$ cat config.mk
export PLATFORM = sky130hd
export DESIGN_NAME = coreaxitoahbl_ram_rd_ctrl_flat
export DESIGN_NICKNAME = d
export VERILOG_FILES = /design/src/rtl/coreaxitoahbl_ram_rd_ctrl_if.sv /design/src/rtl/coreaxitoahbl_ram_rd_ctrl.sv /design/src/flat_wrapper.sv
export SDC_FILE = /design/constraint.sdc
export NUM_CORES = 1
export LEC_CHECK = 0
export BUFFER_PORTS_ARGS = -buffer_cell sky130_fd_sc_hd__buf_2
export CAP_MARGIN = 0
export CORE_ASPECT_RATIO = 1.25
export CORE_MARGIN = 2
export CORE_UTILIZATION = 49
export DETAILED_ROUTE_END_ITERATION = 12
export PLACE_DENSITY = 0.76
export SLEW_MARGIN = 30
export SYNTH_ARGS = -nofsm -noshare
export SYNTH_HDL_FRONTEND = slang
export SYNTH_SLANG_ARGS = --single-unit
$ cat constraint.sdc
create_clock -name rdCLK -period 3.3 [get_ports rdCLK]
set_clock_uncertainty 0.15 [all_clocks]
set_input_delay 0.66 -clock rdCLK [delete_from_list [all_inputs] [get_ports rdCLK]]
set_output_delay 0.66 -clock rdCLK [all_outputs]
set_load 0.03 [all_outputs]
$ cat src/rtl/coreaxitoahbl_ram_rd_ctrl_if.sv
// coreaxitoahbl_ram_rd_ctrl_if: command, RAM read port and output stream of the RAM read controller
interface coreaxitoahbl_ram_rd_ctrl_if #(
  parameter int AXI_DWIDTH = 64,
  parameter int AXI_LWIDTH = 4
);
  logic                  start;
  logic [AXI_LWIDTH-1:0] startAddr;
  logic [AXI_LWIDTH-1:0] beatCnt;
  logic                  busy;
  logic [AXI_LWIDTH-1:0] rdAddr;
  logic [AXI_DWIDTH-1:0] rdData;
  logic [AXI_DWIDTH-1:0] outData;
  logic                  outValid;
  logic                  outReady;
  logic                  outLast;
  logic                  done;
  modport master (
    output start, startAddr, beatCnt, rdData, outReady,
    input  busy, rdAddr, outData, outValid, outLast, done
  );
  modport slave (
    input  start, startAddr, beatCnt, rdData, outReady,
    output busy, rdAddr, outData, outValid, outLast, done
  );
endinterface

$ cat src/rtl/coreaxitoahbl_ram_rd_ctrl.sv
// coreaxitoahbl_ram_rd_ctrl: burst reader of the data buffer RAM feeding a 2-entry valid/ready stream
module coreaxitoahbl_ram_rd_ctrl #(
  parameter int AXI_DWIDTH = 64,
  parameter int AXI_LWIDTH = 4
) (
  input logic rdCLK,
  input logic RESETN,
  coreaxitoahbl_ram_rd_ctrl_if.slave bus
);
  localparam int LW = AXI_LWIDTH;
  localparam int DW = AXI_DWIDTH;
  typedef enum logic [1:0] {IDLE, READ, DRAIN} state_t;
  state_t        state_q, state_d;
  logic [LW-1:0] ptr_q, ptr_d, last_q, last_d, beat_q, beat_d, rd_addr_q;
  logic [LW:0]   left_q, left_d;
  logic          done_q, done_d, inflight_q, wp_q, rp_q, pop, issue;
  logic [1:0]    cnt_q;
  logic [2:0]    occ;
  logic [DW-1:0] mem_q [2];
  assign pop          = bus.outValid & bus.outReady;
  assign occ          = {1'b0, cnt_q} + {2'b0, inflight_q} - {2'b0, pop};
  assign issue        = (state_q == READ) && (left_q != '0) && (occ < 3'd2);
  assign bus.rdAddr   = issue ? ptr_q : rd_addr_q;
  assign bus.outValid = cnt_q != 2'd0;
  assign bus.outData  = mem_q[rp_q];
  assign bus.outLast  = bus.outValid && (beat_q == last_q);
  assign bus.busy     = state_q != IDLE;
  assign bus.done     = done_q;
  // burst sequencing: latch command, count issued reads, finish on the last handshake
  always_comb begin
    state_d = state_q;
    ptr_d   = ptr_q;
    left_d  = left_q;
    last_d  = last_q;
    beat_d  = pop ? beat_q + LW'(1) : beat_q;
    done_d  = 1'b0;
    if (state_q == IDLE && bus.start) begin
      state_d = READ;
      ptr_d   = bus.startAddr;
      left_d  = {1'b0, bus.beatCnt} + (LW+1)'(1);
      last_d  = bus.beatCnt;
      beat_d  = '0;
    end
    if (issue) begin
      ptr_d  = ptr_q + LW'(1);
      left_d = left_q - (LW+1)'(1);
      state_d = (left_q == (LW+1)'(1)) ? DRAIN : state_q;
    end
    if (state_q == DRAIN && pop && bus.outLast) begin
      state_d = IDLE;
      done_d  = 1'b1;
    end
  end
  // control registers
  always_ff @(posedge rdCLK or negedge RESETN) begin
    if (!RESETN) begin
      state_q    <= IDLE;
      ptr_q      <= '0;
      left_q     <= '0;
      last_q     <= '0;
      beat_q     <= '0;
      done_q     <= 1'b0;
      inflight_q <= 1'b0;
      rd_addr_q  <= '0;
    end else begin
      state_q    <= state_d;
      ptr_q      <= ptr_d;
      left_q     <= left_d;
      last_q     <= last_d;
      beat_q     <= beat_d;
      done_q     <= done_d;
      inflight_q <= issue;
      rd_addr_q  <= bus.rdAddr;
    end
  end
  // 2-entry output FIFO: capture only the read that is in flight, pop on handshake
  always_ff @(posedge rdCLK or negedge RESETN) begin
    if (!RESETN) begin
      mem_q[0] <= '0;
      mem_q[1] <= '0;
      wp_q     <= 1'b0;
      rp_q     <= 1'b0;
      cnt_q    <= 2'd0;
    end else begin
      if (inflight_q) begin
        mem_q[wp_q] <= bus.rdData;
        wp_q        <= ~wp_q;
      end
      if (pop) rp_q <= ~rp_q;
      cnt_q <= cnt_q + {1'b0, inflight_q} - {1'b0, pop};
    end
  end
endmodule

$ cat src/flat_wrapper.sv
// flat-port wrapper written by rule: the top's interface ports become plain ports
module coreaxitoahbl_ram_rd_ctrl_flat 
#(
  parameter int AXI_DWIDTH = 64,
  parameter int AXI_LWIDTH = 4
)
  (rdCLK, RESETN, bus_start, bus_startAddr, bus_beatCnt, bus_rdData, bus_outReady, bus_busy, bus_rdAddr, bus_outData, bus_outValid, bus_outLast, bus_done);
  coreaxitoahbl_ram_rd_ctrl_if #(.AXI_DWIDTH(AXI_DWIDTH), .AXI_LWIDTH(AXI_LWIDTH)) bus_i ();
  input logic rdCLK;
  input logic RESETN;
  input wire logic [$bits(bus_i.start)-1:0] bus_start;
  input wire logic [$bits(bus_i.startAddr)-1:0] bus_startAddr;
  input wire logic [$bits(bus_i.beatCnt)-1:0] bus_beatCnt;
  input wire logic [$bits(bus_i.rdData)-1:0] bus_rdData;
  input wire logic [$bits(bus_i.outReady)-1:0] bus_outReady;
  output wire logic [$bits(bus_i.busy)-1:0] bus_busy;
  output wire logic [$bits(bus_i.rdAddr)-1:0] bus_rdAddr;
  output wire logic [$bits(bus_i.outData)-1:0] bus_outData;
  output wire logic [$bits(bus_i.outValid)-1:0] bus_outValid;
  output wire logic [$bits(bus_i.outLast)-1:0] bus_outLast;
  output wire logic [$bits(bus_i.done)-1:0] bus_done;
  assign bus_i.start = bus_start;
  assign bus_i.startAddr = bus_startAddr;
  assign bus_i.beatCnt = bus_beatCnt;
  assign bus_i.rdData = bus_rdData;
  assign bus_i.outReady = bus_outReady;
  assign bus_busy = bus_i.busy;
  assign bus_rdAddr = bus_i.rdAddr;
  assign bus_outData = bus_i.outData;
  assign bus_outValid = bus_i.outValid;
  assign bus_outLast = bus_i.outLast;
  assign bus_done = bus_i.done;
  coreaxitoahbl_ram_rd_ctrl #(.AXI_DWIDTH(AXI_DWIDTH), .AXI_LWIDTH(AXI_LWIDTH)) u_core (.rdCLK(rdCLK), .RESETN(RESETN), .bus(bus_i));
endmodule
Yosys cells after proc, flatten, opt, wreduce, memory -nomap -nowiden
Cells that the tools add are included.

operators by class
  add/subtract/negate cells = 8
  $mul = 0
  divide/modulo/power cells = 0
  $lt $le $gt $ge = 4
  equality and inequality tests = 5
  shifts and indexed selects = 0
  multiplexer cells = 18
  bitwise logic cells = 5
  reductions and logical operators = 15

operators by type and width
  kind                                                                           count
  64-bit two-way mux                                                             4
  128-bit bitwise mux                                                            1
  64-bit demux with 1-bit select                                                 1
  4-bit two-way mux                                                              5
  5-bit two-way mux                                                              2
  4-bit by 1-bit adder with 4-bit output (second input constant)                 2
  2-bit two-way mux                                                              4
  2-bit nonzero test                                                             4
  1-bit logical AND                                                              7
  4-bit by 1-bit adder with 5-bit output (second input constant)                 1
  5-bit by 1-bit == test with 1-bit output (second input constant)               1
  5-bit nonzero test                                                             1
  5-bit by 1-bit subtractor with 5-bit output (second input constant)            1
  4-bit == test                                                                  1
  2-bit >= comparator (second input constant)                                    2
  1-bit NOT with 2-bit output                                                    2
  2-bit by 1-bit adder with 3-bit output                                         1
  3-bit by 2-bit less-than comparator with 1-bit output (second input constant)  1
  3-bit != test (second input constant)                                          1
  3-bit nonzero test                                                             1
  3-bit by 1-bit subtractor with 3-bit output                                    1
  2-bit by 1-bit adder with 2-bit output                                         1
  2-bit by 1-bit == test with 1-bit output (second input constant)               1
  2-bit == test (second input constant)                                          1
  7 further kinds                                                                8

storage, ports and cells
  flip-flop bits (word level) = 157
  latch bits = 0
  memory bits (writable) = 0
  memory bits (read-only) = 0
  bits of input ports = 76
  output and inout bits = 72
  word-level logic and storage cells = 68
  memories = 0

Logic depth before layout (Yosys ltp)
  word-level depth = 7
  gate-level depth with buffers = 13
  mapped depth without buffers = 12

Worst setup path before layout
OpenSTA, ideal clock, no wires.

  kind = reg2out
  start point = reg u_core.cnt_q[1]
  end point = out bus_rdAddr[3]
  data arrival time = 3.246 ns
  data required time = 2.490 ns
  slack = -0.756 ns
  stages on the path, launching flop included = 11
  buffers on the path = 0
  cell sequence = dfrtp_1 or2_2 nand2_1 clkinv_1 ha_1 inv_1 ha_1 fa_1 nor3b_2 nand3_4 o21ai_0

on the way
  longest elaborated chain between the ends = 6
  elaborated cells on any way between the ends = 7
  those cells by class = 2 x add/sub; 1 x order compare; 1 x mux; 1 x bitwise; 2 x reduce/logical

ends and longest elaborated chain
  what                                                   line                             RTL
  from (decl)                                            coreaxitoahbl_ram_rd_ctrl.sv:17  logic [1:0] cnt_q;
  from (signal assigned)                                 coreaxitoahbl_ram_rd_ctrl.sv:90  cnt_q <= cnt_q + {1'b0, inflight_q} - {1'b0, pop};
  2-bit nonzero test                                     coreaxitoahbl_ram_rd_ctrl.sv:24  assign bus.outValid = cnt_q != 2'd0;
  net bus_outValid                                       flat_wrapper.sv:19               output wire logic [$bits(bus_i.outValid)-1:0] bus_outValid;
  1-bit bitwise AND                                      coreaxitoahbl_ram_rd_ctrl.sv:20  assign pop = bus.outValid & bus.outReady;
  net u_core.pop                                         coreaxitoahbl_ram_rd_ctrl.sv:16  logic done_q, done_d, inflight_q, wp_q, rp_q, pop, issue;
  3-bit by 1-bit subtractor with 3-bit output            coreaxitoahbl_ram_rd_ctrl.sv:21  assign occ = {1'b0, cnt_q} + {2'b0, inflight_q} - {2'b0, pop};
  net u_core.occ[1]                                      coreaxitoahbl_ram_rd_ctrl.sv:18  logic [2:0] occ;
  3-bit by 2-bit less-than comparator with 1-bit output  coreaxitoahbl_ram_rd_ctrl.sv:22  assign issue = (state_q == READ) && (left_q != '0) && (occ < 3'd2);
  1-bit logical AND                                      coreaxitoahbl_ram_rd_ctrl.sv:22
  4-bit two-way mux                                      coreaxitoahbl_ram_rd_ctrl.sv:23  assign bus.rdAddr = issue ? ptr_q : rd_addr_q;
  to (decl)                                              flat_wrapper.sv:17               output wire logic [$bits(bus_i.rdAddr)-1:0] bus_rdAddr;

The timed path passes the listed nets, and every way through them passes these cells.

Final worst setup path
  start point = reg u_core.cnt_q[0]
  end point = out bus_rdAddr[0]

on the way
  longest elaborated chain between the ends = 6
  elaborated cells on any way between the ends = 7
  those cells by class = 2 x add/sub; 1 x order compare; 1 x mux; 1 x bitwise; 2 x reduce/logical

ends and longest elaborated chain
  what                                                   line
  2-bit nonzero test                                     coreaxitoahbl_ram_rd_ctrl.sv:24
  1-bit bitwise AND                                      coreaxitoahbl_ram_rd_ctrl.sv:20
  net u_core.pop                                         coreaxitoahbl_ram_rd_ctrl.sv:16
  3-bit by 1-bit subtractor with 3-bit output            coreaxitoahbl_ram_rd_ctrl.sv:21
  net u_core.occ[1]                                      coreaxitoahbl_ram_rd_ctrl.sv:18
  3-bit by 2-bit less-than comparator with 1-bit output  coreaxitoahbl_ram_rd_ctrl.sv:22
  1-bit logical AND                                      coreaxitoahbl_ram_rd_ctrl.sv:22
  4-bit two-way mux                                      coreaxitoahbl_ram_rd_ctrl.sv:23

The timed path passes the listed nets, and every way through them passes these cells.

==> flow_metrics.py <==
metrics = {
    "outcome": {
        "status": "finished with violations",
        "violations": "negative setup slack",
    },
    "clocking": {
        "cts_buffers": 17,
        "clk_path_buf_depth": 2,
        "clock_latency_ps": 420,
        "clk_pin_slew_worst_paths_ps": 60,
        "cts_tree": "done",
        "h-tree-depth": 4,
        "clockRootBuffer": "clkbuf_16",
        "holdBufCountCts": 0,
        "cts.sinks": 157,
    },
    "finish": {
        "antenna_cells": 0,
        "final_util_pct": 62.9,
        "fin_cells": 846,
        "nets": 743,
        "area.growth.synth_to_final_pct": 25.3,
        "drive_above_1_share_pct": 62.4,
    },
    "global_route": {
        "grt_max_degree": 65,
        "grt_pass1_vias": 4795,
        "grt-ovfl-total": 0,
        "grt_pass1_wl_um": 22800,
        "grt_util_all_layers_pct": 19.8,
        "antenna_found_initial": 0,
    },
    "floorplanning": {
        "floorplan.initialDensity_pct": 50.2,
        "die_h_um": 137,
        "fp-row-count": 48,
        "core_region_area_mm2": 0.0138,
        "die_x_um": 110,
        "die_area_mm2": 0.0151,
        "pin_count": 148,
    },
    "critical_path": {
        "criticalPathCategory": "register to primary output",
        "cp-start-kind": "register",
        "worstPathRequired_ps": 2490,
        "worst_ep_arrival_time_ps": 2900,
        "critPathLaunch": "u_core.cnt_q[0]$_DFF_PN0_",
        "reg2reg_depth": 15,
        "worst-path-max-fanout": 7,
        "rrSetupSlack_ps": 160,
        "rr_startpoint": "u_core.cnt_q[0]$_DFF_PN0_",
        "worst_r2r_endpoint": "u_core.left_q[2]$_DFFE_PN0P_",
        "cp-end-kind": "primary output",
    },
    "synthesis": {
        "syn_area_per_cell_um2": 14.2,
        "async_flop_share_pct": 100,
        "synth_largest_area_cell": "dfrtp_1",
        "syn_nets": 573,
        "yosys.cell_types.count": 41,
        "netlist_area_mm2": 0.00693,
        "syn_inst": 488,
        "synth_edf_count": 0,
        "yosysMostFrequentCell": "mux2_2",
        "yosys.area.top_type_share_pct": 56.7,
        "synthTopCellsByArea": "dfrtp_1, mux2_2, nand2_1",
        "yosysSeqAreaShare_pct": 56.7,
        "synth-seq-cells": 157,
        "ys_warn_count": 0,
        "synthFlopType": "dfrtp_1",
        "synth_common_cells": "mux2_2, dfrtp_1, nand2_1",
    },
    "sta": {
        "slew_headroom_pct": 52.0,
        "setup_viol": 4,
        "hold_viol_final": 0,
        "setup_tns_ps": -1570,
        "period_needed_ps": 3710,
        "fmax_mhz": 270,
        "rsz0062_at_grt": "yes",
        "fin_ws_ps": -407,
        "fin_crit_sh_pct": 112,
        "drv_slew": 0,
        "worstMarginPinSlew_ps": 718,
    },
    "power_and_ir_drop": {
        "ir_drop_mv": 0.801,
        "powerDensity_mw_per_mm2": 1220,
        "power_leakage_nw": 4.01,
    },
    "routing": {
        "wirelength_um": 14400,
        "vias": 4435,
        "drc": 0,
        "vias_per_cell": 5.24,
        "drtPass1Iterations": 4,
        "routedWlPerCell_um": 17.0,
        "drt_iter0_drc": 160,
        "ant_nets": 0,
    },
    "run": {
        "cap_violations": 0,
    },
    "place": {
        "finalWeightedCongestion": 0.809,
        "io_buffers": 147,
        "dp_hpwl_um": 9880,
        "dp_worst_setup_slack_ps": -282,
        "dp_cells": 805,
    },
    "hold_path": {
        "min_path_type": "input port to asynchronous set/reset pin",
    },
}
## metal layers
metal | GRT usage (%) | share of wire [%] | up-vias
li1 | - | - | 2066
met1 | 22.1 | 40 | 2243
met5 | 0 | 0 | -
met2 | 35.8 | 53 | 111
met4 | 6.67 | 1.5 | 0
met3 | 5.81 | 5.4 | 15
## worst max-delay path by stage
| stage | cells after the start | slack, ps | endpoint |
|---|---|---|---|
| final | 13 | -410 | bus_rdAddr[0] |
| after global routing | 13 | -510 | bus_rdAddr[0] |
| after CTS | 13 | -490 | bus_rdAddr[0] |
| after detailed placement | 13 | -280 | bus_rdAddr[0] |
| after global placement | 13 | -250 | bus_rdAddr[0] |
| after floorplan | 13 | -160 | bus_rdAddr[0] |
## worst max-delay path: stages (launching register included)
cell	delay, ps
dfrtp_1	380
or2_4	270
nand2_4	80
clkinv_4	50
ha_4	250
inv_2	30
ha_4	150
fa_2	450
nor3b_4	270
nand3_4	160
inv_6	130
nand2_4	60
nand2_4	80
buf_6	120
## repair_timing
item / CTS / global route
pin swaps: 5 / 2
endpoints found under the setup margin: 4 / 6
setup buffers: 5 / 4
gates resized for setup: 7 / 3
## power by group
group / leakage (nW) / internal, W / total, W / switching [W]
Clock: 0.253 / 0.00105 / 0.00181 / 0.000754
Sequential: 1.86 / 0.00291 / 0.00347 / 0.000559
Combinational: 1.89 / 0.00239 / 0.00531 / 0.00292
## sequential cells by signal, summed over array words and instances (netlist names)
signal,count
u_core.left_q,5
u_core.rp_q,1
u_core.wp_q,1
u_core.rd_addr_q,4
u_core.ptr_q,4
u_core.beat_q,4
u_core.last_q,4
u_core.cnt_q,2
u_core.bus.done,1
u_core.mem_q,128
u_core.inflight_q,1
u_core.state_q,2
## cells by family after synthesis
family	count (synthesis)	synth area share (%)
mux	193	31.3
flops	157	56.7
simple gates	61	4.30
buf+inv	33	2.17
compound gates	23	2.29
xor+xnor	12	1.52
fa+ha+maj	9	1.73
## through the flow
stage | hold slack (ps) | total power, W | cell area [um^2]
6_report | 59.7 | 0.0106 | 8690
5_1_grt | 106 | 0.0112 | 8690
4_1_cts | 88.1 | 0.0106 | 8640
3_5_place_dp | 306 | 0.00858 | 8040
3_3_place_gp | 297 | 0.00833 | 8040
2_1_floorplan | 214 | 0.00720 | 7030
## cell usage in the layout, fill, tap and decap left out, drive strengths merged, types with 2 or more instances in the layout
cell type | Yosys | layout
nor3b | 2 | 2
inv | 10 | 11
clkinvlp | 0 | 5
nand3 | 4 | 4
xor2 | 10 | 10
clkbuf | 10 | 22
mux2 | 192 | 192
a21oi | 5 | 5
o21ai | 4 | 4
a31oi | 3 | 3
buf | 12 | 173
clkinv | 1 | 4
xnor2 | 2 | 2
dfrtp | 157 | 157
a221o | 2 | 2
nor2 | 9 | 9
ha | 8 | 8
o211ai | 2 | 2
or2 | 2 | 2
nor3 | 2 | 2
nand2 | 35 | 35
a22oi | 2 | 2
## layout make-up
class,instances,area (um^2)
timing repair buffer,173,983
clock buffer,22,454
sequential,157,3930
inverter,11,51.3
tap,175,219
multi-input combinational,298,2960
fill,1060,5120
clock inverter,10,91.3
Power figures use the tool's default switching activity.
